### config.mk
export PLATFORM = sky130hd
export DESIGN_NAME = c_drain
export DESIGN_NICKNAME = d
export VERILOG_FILES = /design/src/rtl/c_drain.sv
export SDC_FILE = /design/constraint.sdc
export NUM_CORES = 1
export LEC_CHECK = 0
export ABC_AREA = 1
export CORE_MARGIN = 4
export CORE_UTILIZATION = 45
export CTS_CLUSTER_SIZE = 10
export DETAILED_ROUTE_END_ITERATION = 10
export GPL_TIMING_DRIVEN = 0
export PLACE_DENSITY = 0.7
export SLEW_MARGIN = 20
export SYNTH_ARGS = -nofsm -noshare
export SYNTH_HDL_FRONTEND = slang
export SYNTH_SLANG_ARGS = --single-unit
### constraint.sdc
create_clock -name clock -period 2.5 [get_ports clock]
set_input_delay 0.25 -clock clock [delete_from_list [all_inputs] [get_ports clock]]
set_output_delay 0.25 -clock clock [all_outputs]
set_load 0.01 [all_outputs]
### src/rtl/c_drain.sv
// Streams the C result BRAM out row-major on a valid/ready stream, with a
// 2-entry skid buffer for the BRAM read latency and optional int8 requantization.
module c_drain #(
  parameter int unsigned N      = 16,
  parameter int unsigned ADDR_W = 8,
  parameter int unsigned DATA_W = 32
) (
  input  logic              clock,
  input  logic              reset,
  input  logic              start,
  input  logic              quant_en,
  input  logic [4:0]        quant_shift,
  output logic              busy,
  output logic              done,
  output logic [ADDR_W-1:0] c_address,
  input  logic [DATA_W-1:0] c_q,
  output logic [DATA_W-1:0] out_data,
  output logic [ADDR_W-1:0] out_index,
  output logic              out_last,
  output logic              out_valid,
  input  logic              out_ready
);

  localparam int unsigned       Words    = N * N;
  localparam logic [ADDR_W-1:0] LastAddr = ADDR_W'(Words - 1);

  typedef enum logic [1:0] {StIdle, StRun, StFlush, StDone} state_e;

  state_e state_q, state_d;

  logic              quant_en_q;
  logic [4:0]        shift_q;
  logic [ADDR_W-1:0] rd_ptr_q;
  logic [ADDR_W-1:0] c_address_q;
  logic              inflight_q;

  logic [DATA_W-1:0] buf_data_q [2];
  logic [ADDR_W-1:0] buf_idx_q  [2];
  logic              wr_sel_q;
  logic              rd_sel_q;
  logic [1:0]        count_q;

  logic                     pop;
  logic                     push;
  logic                     issue;
  logic [ADDR_W-1:0]        issue_addr;
  logic [2:0]               occupancy;
  logic signed [DATA_W-1:0] shifted;
  logic [DATA_W-1:0]        push_data;

  assign out_valid = (count_q != 2'd0);
  assign pop       = out_valid & out_ready;
  assign push      = inflight_q;
  // Entries held after this edge: buffered plus the read landing now, minus the beat leaving.
  assign occupancy = {1'b0, count_q} + {2'b00, inflight_q} - {2'b00, pop};

  assign c_address = c_address_q;
  assign out_data  = buf_data_q[rd_sel_q];
  assign out_index = buf_idx_q[rd_sel_q];
  assign out_last  = out_valid && (out_index == LastAddr);

  // FSM state register
  always_ff @(posedge clock) begin
    if (reset) begin
      state_q <= StIdle;
    end else begin
      state_q <= state_d;
    end
  end

  // FSM next state
  always_comb begin
    state_d = state_q;
    unique case (state_q)
      StIdle: begin
        if (start) begin
          state_d = (Words == 1) ? StFlush : StRun;
        end
      end
      StRun: begin
        if (issue && (rd_ptr_q == LastAddr)) begin
          state_d = StFlush;
        end
      end
      StFlush: begin
        if (!inflight_q && ((count_q == 2'd0) || ((count_q == 2'd1) && pop))) begin
          state_d = StDone;
        end
      end
      StDone:  state_d = StIdle;
      default: state_d = StIdle;
    endcase
  end

  // FSM outputs; the first read (address 0) is issued on the edge that accepts start.
  always_comb begin
    busy       = 1'b0;
    done       = 1'b0;
    issue      = 1'b0;
    issue_addr = rd_ptr_q;
    unique case (state_q)
      StIdle: begin
        issue      = start;
        issue_addr = '0;
      end
      StRun: begin
        busy  = 1'b1;
        issue = (occupancy < 3'd2);
      end
      StFlush: busy = 1'b1;
      StDone:  done = 1'b1;
      default: ;
    endcase
  end

  // Requantization: arithmetic shift, then clamp to [-128, 127] and sign-extend.
  always_comb begin
    shifted   = $signed(c_q) >>> shift_q;
    push_data = c_q;
    if (quant_en_q) begin
      if (!shifted[DATA_W-1] && (|shifted[DATA_W-2:7])) begin
        push_data = {{(DATA_W-7){1'b0}}, 7'h7f};
      end else if (shifted[DATA_W-1] && !(&shifted[DATA_W-2:7])) begin
        push_data = {{(DATA_W-7){1'b1}}, 7'h00};
      end else begin
        push_data = shifted;
      end
    end
  end

  // Read issue; c_address_q doubles as the index tag of the read in flight.
  always_ff @(posedge clock) begin
    if (reset) begin
      quant_en_q  <= 1'b0;
      shift_q     <= 5'd0;
      rd_ptr_q    <= '0;
      c_address_q <= '0;
      inflight_q  <= 1'b0;
    end else begin
      if ((state_q == StIdle) && start) begin
        quant_en_q <= quant_en;
        shift_q    <= quant_shift;
      end
      inflight_q <= issue;
      if (issue) begin
        c_address_q <= issue_addr;
        rd_ptr_q    <= issue_addr + ADDR_W'(1);
      end
    end
  end

  // 2-entry FIFO
  always_ff @(posedge clock) begin
    if (reset) begin
      for (int i = 0; i < 2; i++) begin
        buf_data_q[i] <= '0;
        buf_idx_q[i]  <= '0;
      end
      wr_sel_q <= 1'b0;
      rd_sel_q <= 1'b0;
      count_q  <= 2'd0;
    end else begin
      if (push) begin
        buf_data_q[wr_sel_q] <= push_data;
        buf_idx_q[wr_sel_q]  <= c_address_q;
        wr_sel_q             <= ~wr_sel_q;
      end
      if (pop) begin
        rd_sel_q <= ~rd_sel_q;
      end
      count_q <= occupancy[1:0];
    end
  end

endmodule

==> results.sh, run 1 <==
export IMPL_cts_max_path_buffers=2
export IMPL_slowest_delay_ns=0.59
export IMPL_gp_congestion=0.990
export IMPL_initial_core_util_pct=46.7
export IMPL_cts_tree="built"
export IMPL_std_cell_rows=44
export IMPL_ys_warn_count=0
export IMPL_worstPathRequired_ns=2.78
export IMPL_hold_viol_final=0
export IMPL_fillCellCount=1264
export IMPL_syn_inst=913
export IMPL_p_sw_uw=4180
export IMPL_internal_power_uw=5240
export IMPL_critPathSlowestCell="fa_2"
export IMPL_synth_seq_area_share_pct=43.5
export IMPL_die_h_um=132
export IMPL_die_x_um=132
export IMPL_slew_viol_final=0
export IMPL_dp_cells=1191
export IMPL_grt_max_degree=31
export IMPL_cts_sinks=110
export IMPL_numCtsBuffers=9
export IMPL_postSynthAreaPerCell_sq_um=7.55
export IMPL_reg2reg_depth=14
export IMPL_crit_type="register to register"
export IMPL_areaGrowthSynthToFinish_pct=35.3
export IMPL_combinationalPowerShare_pct=59.5
export IMPL_crit_path_frequent_cell="inv_2"
export IMPL_overflow=0
export IMPL_max_clock_freq_mhz=394
export IMPL_min_delay_path_class="register to register"
export IMPL_grtUsageTotal_pct=22.7
export IMPL_dp_slack_ns=-0.670
export IMPL_powerDensity_nw_per_um2=1010
export IMPL_cp_endpoint="state_q[0]$_SDFFE_PP0P_"
export IMPL_syn_num_nets=963
export IMPL_grt_busiest_layer="met2"
export IMPL_critPathMaxFanout=3
export IMPL_pwr_share_clk_pct=14.2
export IMPL_grt_pass1_vias=6025
export IMPL_cts_root_buf="clkbuf_16"
export IMPL_synth_cell_types=35
export IMPL_final_core_util_pct=63.3
export IMPL_design_power_total_uw=9410
export IMPL_period_needed_ns=2.54
export IMPL_grt_met3_usage_pct=2.90
export IMPL_dieArea_sq_um=17400
export IMPL_grt_pass1_wl_um=31700
export IMPL_nets=1085
export IMPL_drive_above_1_share_pct=25.7
export IMPL_ys_seq_elements=110
export IMPL_endpoint_kind="register"
export IMPL_clock_latency_ns=0.36
export IMPL_core_area_sq_um=14800
export IMPL_crit_arrival_ns=2.82
export IMPL_vias=6838
export IMPL_routed_wl_um=21500
export IMPL_ios=94
export IMPL_worst_pin_slew_ns=0.551
export IMPL_async_flop_share_pct=0
export IMPL_wire_per_inst_um=17.5
export IMPL_p_leak_uw=0.00389
export IMPL_htreeDepth=3
export IMPL_drc=0
export IMPL_dp_hpwl_um=15400
export IMPL_synth_area_top_cells="edfxtp_1 35%, nand2_1 14%, nand3_1 10%"
export IMPL_rsz0062_at_grt="yes"
export IMPL_fin_tns_setup_ns=-0.0495
export IMPL_gr_usage_met1_pct=31.1
export IMPL_cp_start_kind="register"
export IMPL_period_share_pct=102
export IMPL_yosysTopAreaCell="edfxtp_1"
export IMPL_post_drt_via_cell_ratio=5.58
export IMPL_relSlewSlack_pct=63.3
export IMPL_switching_share_pct=44.4
export IMPL_use_met2_pct=36.9
export IMPL_ant_nets=0
export IMPL_synth_cell_area_sq_um=6900
export IMPL_finalWorstSetupSlack_ns=-0.0378
export IMPL_fin_cells=1225
export IMPL_drv_cap=0
export IMPL_first_pass_iters=9
export IMPL_synth_ff_type="edfxtp_1"
export IMPL_r2r_end="state_q[0]$_SDFFE_PP0P_"
export IMPL_clock_skew_ns=0.00605
export IMPL_post_synth_top_area_fraction_pct=34.8
export IMPL_path_cells="nor2_4 > nor2_4 > ha_4 > inv_2 > ha_4 > inv_2 > fa_2 > nand3_2 > nand2_2 > inv_2 > o41ai_2 > nand2_1 > buf_6 > a211oi_2"
export IMPL_outcome="finished with violations"
export IMPL_setup_viol=2
export IMPL_grt_antenna_before_repair=1
export IMPL_reg2reg_from="count_q[1]$_SDFF_PP0_"
export IMPL_violations="negative setup slack"
export IMPL_vdd_ir_drop_max_v=0.000495
export IMPL_path_clk_slew_ns=0.07
export IMPL_seqPwrFrac_pct=26.3
export IMPL_drtIter0Drc=641
export IMPL_synth_edf_count=80
export IMPL_port_buffers=92
export IMPL_ff2ff_setup_slack_ns=-0.04
export IMPL_crit_path_start="count_q[1]$_SDFF_PP0_"
## flip-flops by register name (all words and copies together), names as in the netlist, named ones only
name	flops
rd_sel_q	1
count_q	2
quant_en_q	1
buf_data_q	64
shift_q	5
buf_idx_q	16
c_address	8
wr_sel_q	1
state_q	2
rd_ptr_q	8
inflight_q	1
## cell usage in the layout, fill, tap and decap left out, types with 3 or more instances in the layout
cell,instances
inv_1,42
nor2_1,115
buf_1,4
a21o_1,3
dfxtp_1,26
o21ai_2,3
buf_4,14
inv_2,6
clkinv_1,3
buf_6,8
nand4_1,5
a21oi_1,57
clkinv_4,3
nand2_4,4
o21ai_0,34
buf_8,3
nand3_4,7
clkdlybuf4s50_1,91
nor2_2,5
o21ai_1,3
clkbuf_1,17
nand3_1,73
edfxtp_1,80
nand2_1,200
ha_1,4
buf_12,3
xor2_1,3
nand3_2,65
clkbuf_2,10
mux2_2,39
a211oi_1,3
clkbuf_16,11
buf_2,7
nand2_2,49
clkbuf_4,5
## per-layer routing
layer,part of all wire [%],up-vias
li1,-,3325
met1,44,3230
met2,48,243
met3,5.0,40
met4,3.1,0
met5,0,-
## worst min-delay path by stage
stage / from / endpoint / slack [ns] / cells after the start
2_1_floorplan: reset / c_address[5]$_SDFFE_PP0P_ / 0.32 / 1
3_5_place_dp: rd_sel_q$_SDFFE_PP0P_ / rd_sel_q$_SDFFE_PP0P_ / 0.45 / 1
4_1_cts: rd_sel_q$_SDFFE_PP0P_ / rd_sel_q$_SDFFE_PP0P_ / 0.46 / 1
5_1_grt: rd_sel_q$_SDFFE_PP0P_ / rd_sel_q$_SDFFE_PP0P_ / 0.49 / 1
3_3_place_gp: rd_sel_q$_SDFFE_PP0P_ / rd_sel_q$_SDFFE_PP0P_ / 0.44 / 1
6_report: rd_sel_q$_SDFFE_PP0P_ / rd_sel_q$_SDFFE_PP0P_ / 0.46 / 1
## synthesized netlist by cell type (3+ instances only)
master,instances
xor2_1,3
dfxtp_1,30
edfxtp_1,80
o21ai_0,39
buf_4,5
buf_2,10
nand4_1,5
nand3_2,3
mux2_2,39
nor3_1,3
buf_6,4
clkbuf_1,30
ha_1,7
buf_1,7
nand3_1,142
inv_1,47
a21o_1,3
nor2_1,122
nand2_2,6
a211oi_1,4
nand2_1,249
a21oi_1,58
## stage by stage
step           instance area [sq um]  hold slack, ns
2_1_floorplan                   6900           0.319
3_3_place_gp                    8050           0.438
3_5_place_dp                    8100           0.450
4_1_cts                         8530           0.455
5_1_grt                         9330           0.486
6_report                        9330           0.463
## worst max-delay path: cells and delay by family, from the launching register on
family,cells,cell delay (ns)
simple gates,5,0.49
buf+inv,4,0.28
flops,1,0.36
fa+ha+maj,3,0.91
compound gates,2,0.40
## power by group through the flow
stage	clock network (uW)	registers (uW)	logic, uW
6_report	1330	2480	5600
5_1_grt	1420	2510	6080
4_1_cts	1350	2470	4710
3_5_place_dp	0	2500	4470
3_3_place_gp	0	2500	4450
2_1_floorplan	0	2460	3060
## logic make-up after synthesis
| logic type | synth area share [%] |
|---|---|
| and+or+nand+nor | 32.2 |
| AOI/OAI and AO/OA | 8.62 |
| DFF | 43.5 |
| buffers and inverters | 6.75 |
| muxes | 6.66 |
| adders and majority gates | 1.56 |
| xor gates and xnor gates | 0.635 |
## area by class of cell
type	count	area, sq um	area share (%)
Sequential cell	110	3010	32.3
Clock inverter	7	50.0	0.536
Multi-Input combinational cell	696	4090	43.9
Tap cell	184	230	2.47
Buffer	56	372	3.98
Inverter	51	206	2.21
Antenna cell	1	2.50	0.0268
Timing Repair Buffer	110	1130	12.1
Timing Repair inverter	1	8.76	0.0938
Clock buffer	9	225	2.41
## timing repair
item,in CTS,in global routing
buffers inserted,5,7
pin swaps,11,29
gates cloned,0,5
gates resized for setup,33,196
setup endpoints to repair,85,107
hold buffers,0,0
hold endpoints to repair,0,0
Note: power is estimated with default switching activity, not from simulation.
==> run 2, diff against run 1 <==
CAP_MARGIN = 10   (was default)
==> results of run 2 <==
No change in the layout: final DEF, timing and power equal those of run 1.
==> run 3, diff against run 2 <==
CORE_MARGIN = default   (was 4)
CTS_BUF_LIST = sky130_fd_sc_hd__clkbuf_8   (was default)
==> run 3 against run 2 <==
Compared with the run above: the flow now finishes without violations; worst hold slack better by 0.017 ns; sequential power about the same; flip-flop and latch count unchanged; cell count down 0.16%; final area down 1.6%; utilization down 1.0 points; critical path type unchanged; critical endpoint is now buf_data_q[1][4]$_SDFFCE_PN0P_; largest power group unchanged.
==> results.sh, run 3 (synthesized netlist as in run 1, its figures left out) <==
export IMPL_outcome="finished clean"
export IMPL_pwr_share_clk_pct=11.8
export IMPL_post_drt_via_cell_ratio=5.55
export IMPL_drtIter0Drc=671
export IMPL_die_x_um=126
export IMPL_endpoint_kind="register"
export IMPL_p_sw_uw=4090
export IMPL_path_clk_slew_ns=0.11
export IMPL_top_regs="buf_data_q (64), buf_idx_q (16)"
export IMPL_grtUsageTotal_pct=25.8
export IMPL_clock_skew_ns=0.0179
export IMPL_ff2ff_setup_slack_ns=0.01
export IMPL_reg2reg_depth=17
export IMPL_setup_viol=0
export IMPL_reg2reg_from="shift_q[0]$_SDFFE_PP0P_"
export IMPL_grt_max_degree=26
export IMPL_grt_antenna_before_repair=0
export IMPL_cts_tree="built"
export IMPL_max_clock_freq_mhz=402
export IMPL_r2r_end="buf_data_q[1][4]$_SDFFCE_PN0P_"
export IMPL_die_h_um=126
export IMPL_vias=6782
export IMPL_rsz0062_at_grt="yes"
export IMPL_wire_per_inst_um=17.2
export IMPL_initial_core_util_pct=46.7
export IMPL_period_needed_ns=2.49
export IMPL_dieArea_sq_um=15800
export IMPL_powerDensity_nw_per_um2=989
export IMPL_hold_viol_final=0
export IMPL_gp_congestion=0.949
export IMPL_diodes=0
export IMPL_clock_latency_ns=0.39
export IMPL_cp_start_kind="register"
export IMPL_numCtsBuffers=9
export IMPL_cts_sinks=110
export IMPL_worst_pin_slew_ns=0.576
export IMPL_port_buffers=92
export IMPL_worstPathRequired_ns=2.64
export IMPL_drive_above_1_share_pct=23.9
export IMPL_vdd_ir_drop_max_v=0.000401
export IMPL_ios=94
export IMPL_grt_pass1_vias=6090
export IMPL_htreeDepth=3
export IMPL_ant_nets=0
export IMPL_areaGrowthSynthToFinish_pct=33.2
export IMPL_core_area_sq_um=14800
export IMPL_std_cell_rows=44
export IMPL_top_register="buf_data_q"
export IMPL_relSlewSlack_pct=61.6
export IMPL_switching_share_pct=45.0
export IMPL_fin_cells=1223
export IMPL_internal_power_uw=5000
export IMPL_crit_arrival_ns=2.63
export IMPL_combinationalPowerShare_pct=61.0
export IMPL_overflow=0
export IMPL_critPathMaxFanout=8
export IMPL_largest_reg_flops=64
export IMPL_hold_start="rd_sel_q$_SDFFE_PP0P_"
export IMPL_seqPwrFrac_pct=27.2
export IMPL_drc=0
export IMPL_dp_hpwl_um=15300
export IMPL_dp_cells=1191
export IMPL_routed_wl_um=21000
export IMPL_min_to="rd_sel_q$_SDFFE_PP0P_"
export IMPL_drv_cap=0
export IMPL_final_core_util_pct=62.3
export IMPL_grt_pass1_wl_um=31900
export IMPL_cts_max_path_buffers=2
export IMPL_whs_path_depth=1
export IMPL_crit_type="register to register"
export IMPL_slew_viol_final=0
export IMPL_p_leak_uw=0.00382
export IMPL_min_delay_path_class="register to register"
export IMPL_cts_root_buf="clkbuf_8"
export IMPL_holdBufCountCts=0
export IMPL_final_common_cell="nand2_1"
export IMPL_first_pass_iters=5
export IMPL_period_share_pct=99.6
export IMPL_mostFrequentLayoutCells="210 x nand2_1, 112 x nor2_1, 92 x clkdlybuf4s50_1, 80 x edfxtp_1, 78 x nand3_1"
export IMPL_nets=1084
run 3: changes by cell type in the layout (fill, tap and decap cells not counted), sizes merged:
cell	before	now
clkinv	7	3
buf	40	41
bufinv	0	1
clkbuf	43	42
clkdlybuf4s50	91	92
clkinvlp	1	2
diode	1	0
dlymetal6s2s	1	0
inv	51	52
run 3: area by class of cell:
class | instances | area (sq um)
Tap cell | 184 | 230
Buffer | 55 | 358
Clock inverter | 7 | 72.6
Sequential cell | 110 | 3010
Fill cell | 1342 | 5570
Clock buffer | 9 | 124
Timing Repair Buffer | 111 | 1120
Multi-Input combinational cell | 696 | 4050
Inverter | 51 | 213
run 3: through the flow:
stage	worst slack [ns]	total power [uW]	setup TNS (ns)	area (sq um)	hold WS, ns
finish	0.00981	9090	0	9190	0.480
global route	-0.118	9730	-1.31	9190	0.499
CTS	0.00194	8280	0	8440	0.453
detailed placement	-0.611	6980	-47.58	8100	0.444
global placement	-1.29	6940	-116.70	8050	0.436
floorplan	0.0212	5510	0	6900	0.319
run 3: worst max-delay path: stages, from the launching register on:
cell	delay, ns
dfxtp_4	0.42
inv_6	0.06
buf_8	0.13
buf_12	0.15
nand2_2	0.09
nand3_2	0.11
nand3_2	0.09
nand2_2	0.07
nand2_1	0.07
nand3_1	0.10
nand2_1	0.13
nand3_1	0.07
nor2_1	0.13
nand3_2	0.15
a21oi_4	0.24
nand2_1	0.10
nand2_2	0.10
nor2_1	0.04
run 3: what timing repair did:
item	CTS	global route
hold endpoints to repair	0	0
gates resized for setup	34	169
endpoints found under the setup margin	119	73
buffers inserted	5	9
pin swaps	10	33
cloned	0	3
run 3: per-layer routing:
layer  track usage [%]  wire, um  up-vias
met4              9.78       586        0
met5                 0         0        -
met1              36.3      9390     3167
met3              2.72      1150       46
met2              41.2      9900      263
li1                  -         -     3306
run 3: worst max path at each step:
stage,from,cells after the start,to,slack (ns)
after global routing,shift_q[0]$_SDFFE_PP0P_,20,buf_data_q[1][6]$_SDFFCE_PN0P_,-0.12
final,shift_q[0]$_SDFFE_PP0P_,17,buf_data_q[1][4]$_SDFFCE_PN0P_,0.01
after CTS,shift_q[1]$_SDFFE_PP0P_,17,buf_data_q[0][4]$_SDFFCE_PN0P_,0.002
after detailed placement,out_ready,16,state_q[1]$_SDFFE_PP0P_,-0.61
after global placement,reset,5,buf_data_q[0][24]$_SDFFCE_PN0P_,-1.29
after floorplan,count_q[1]$_SDFF_PP0_,15,state_q[1]$_SDFFE_PP0P_,0.02
run 3: power by group through the flow:
stage	clock, uW	sequential [uW]	combinational, uW
after floorplan	0	2460	3060
after global placement	0	2490	4450
after detailed placement	0	2490	4490
after CTS	1090	2460	4730
after global routing	1160	2510	6050
final	1070	2470	5540
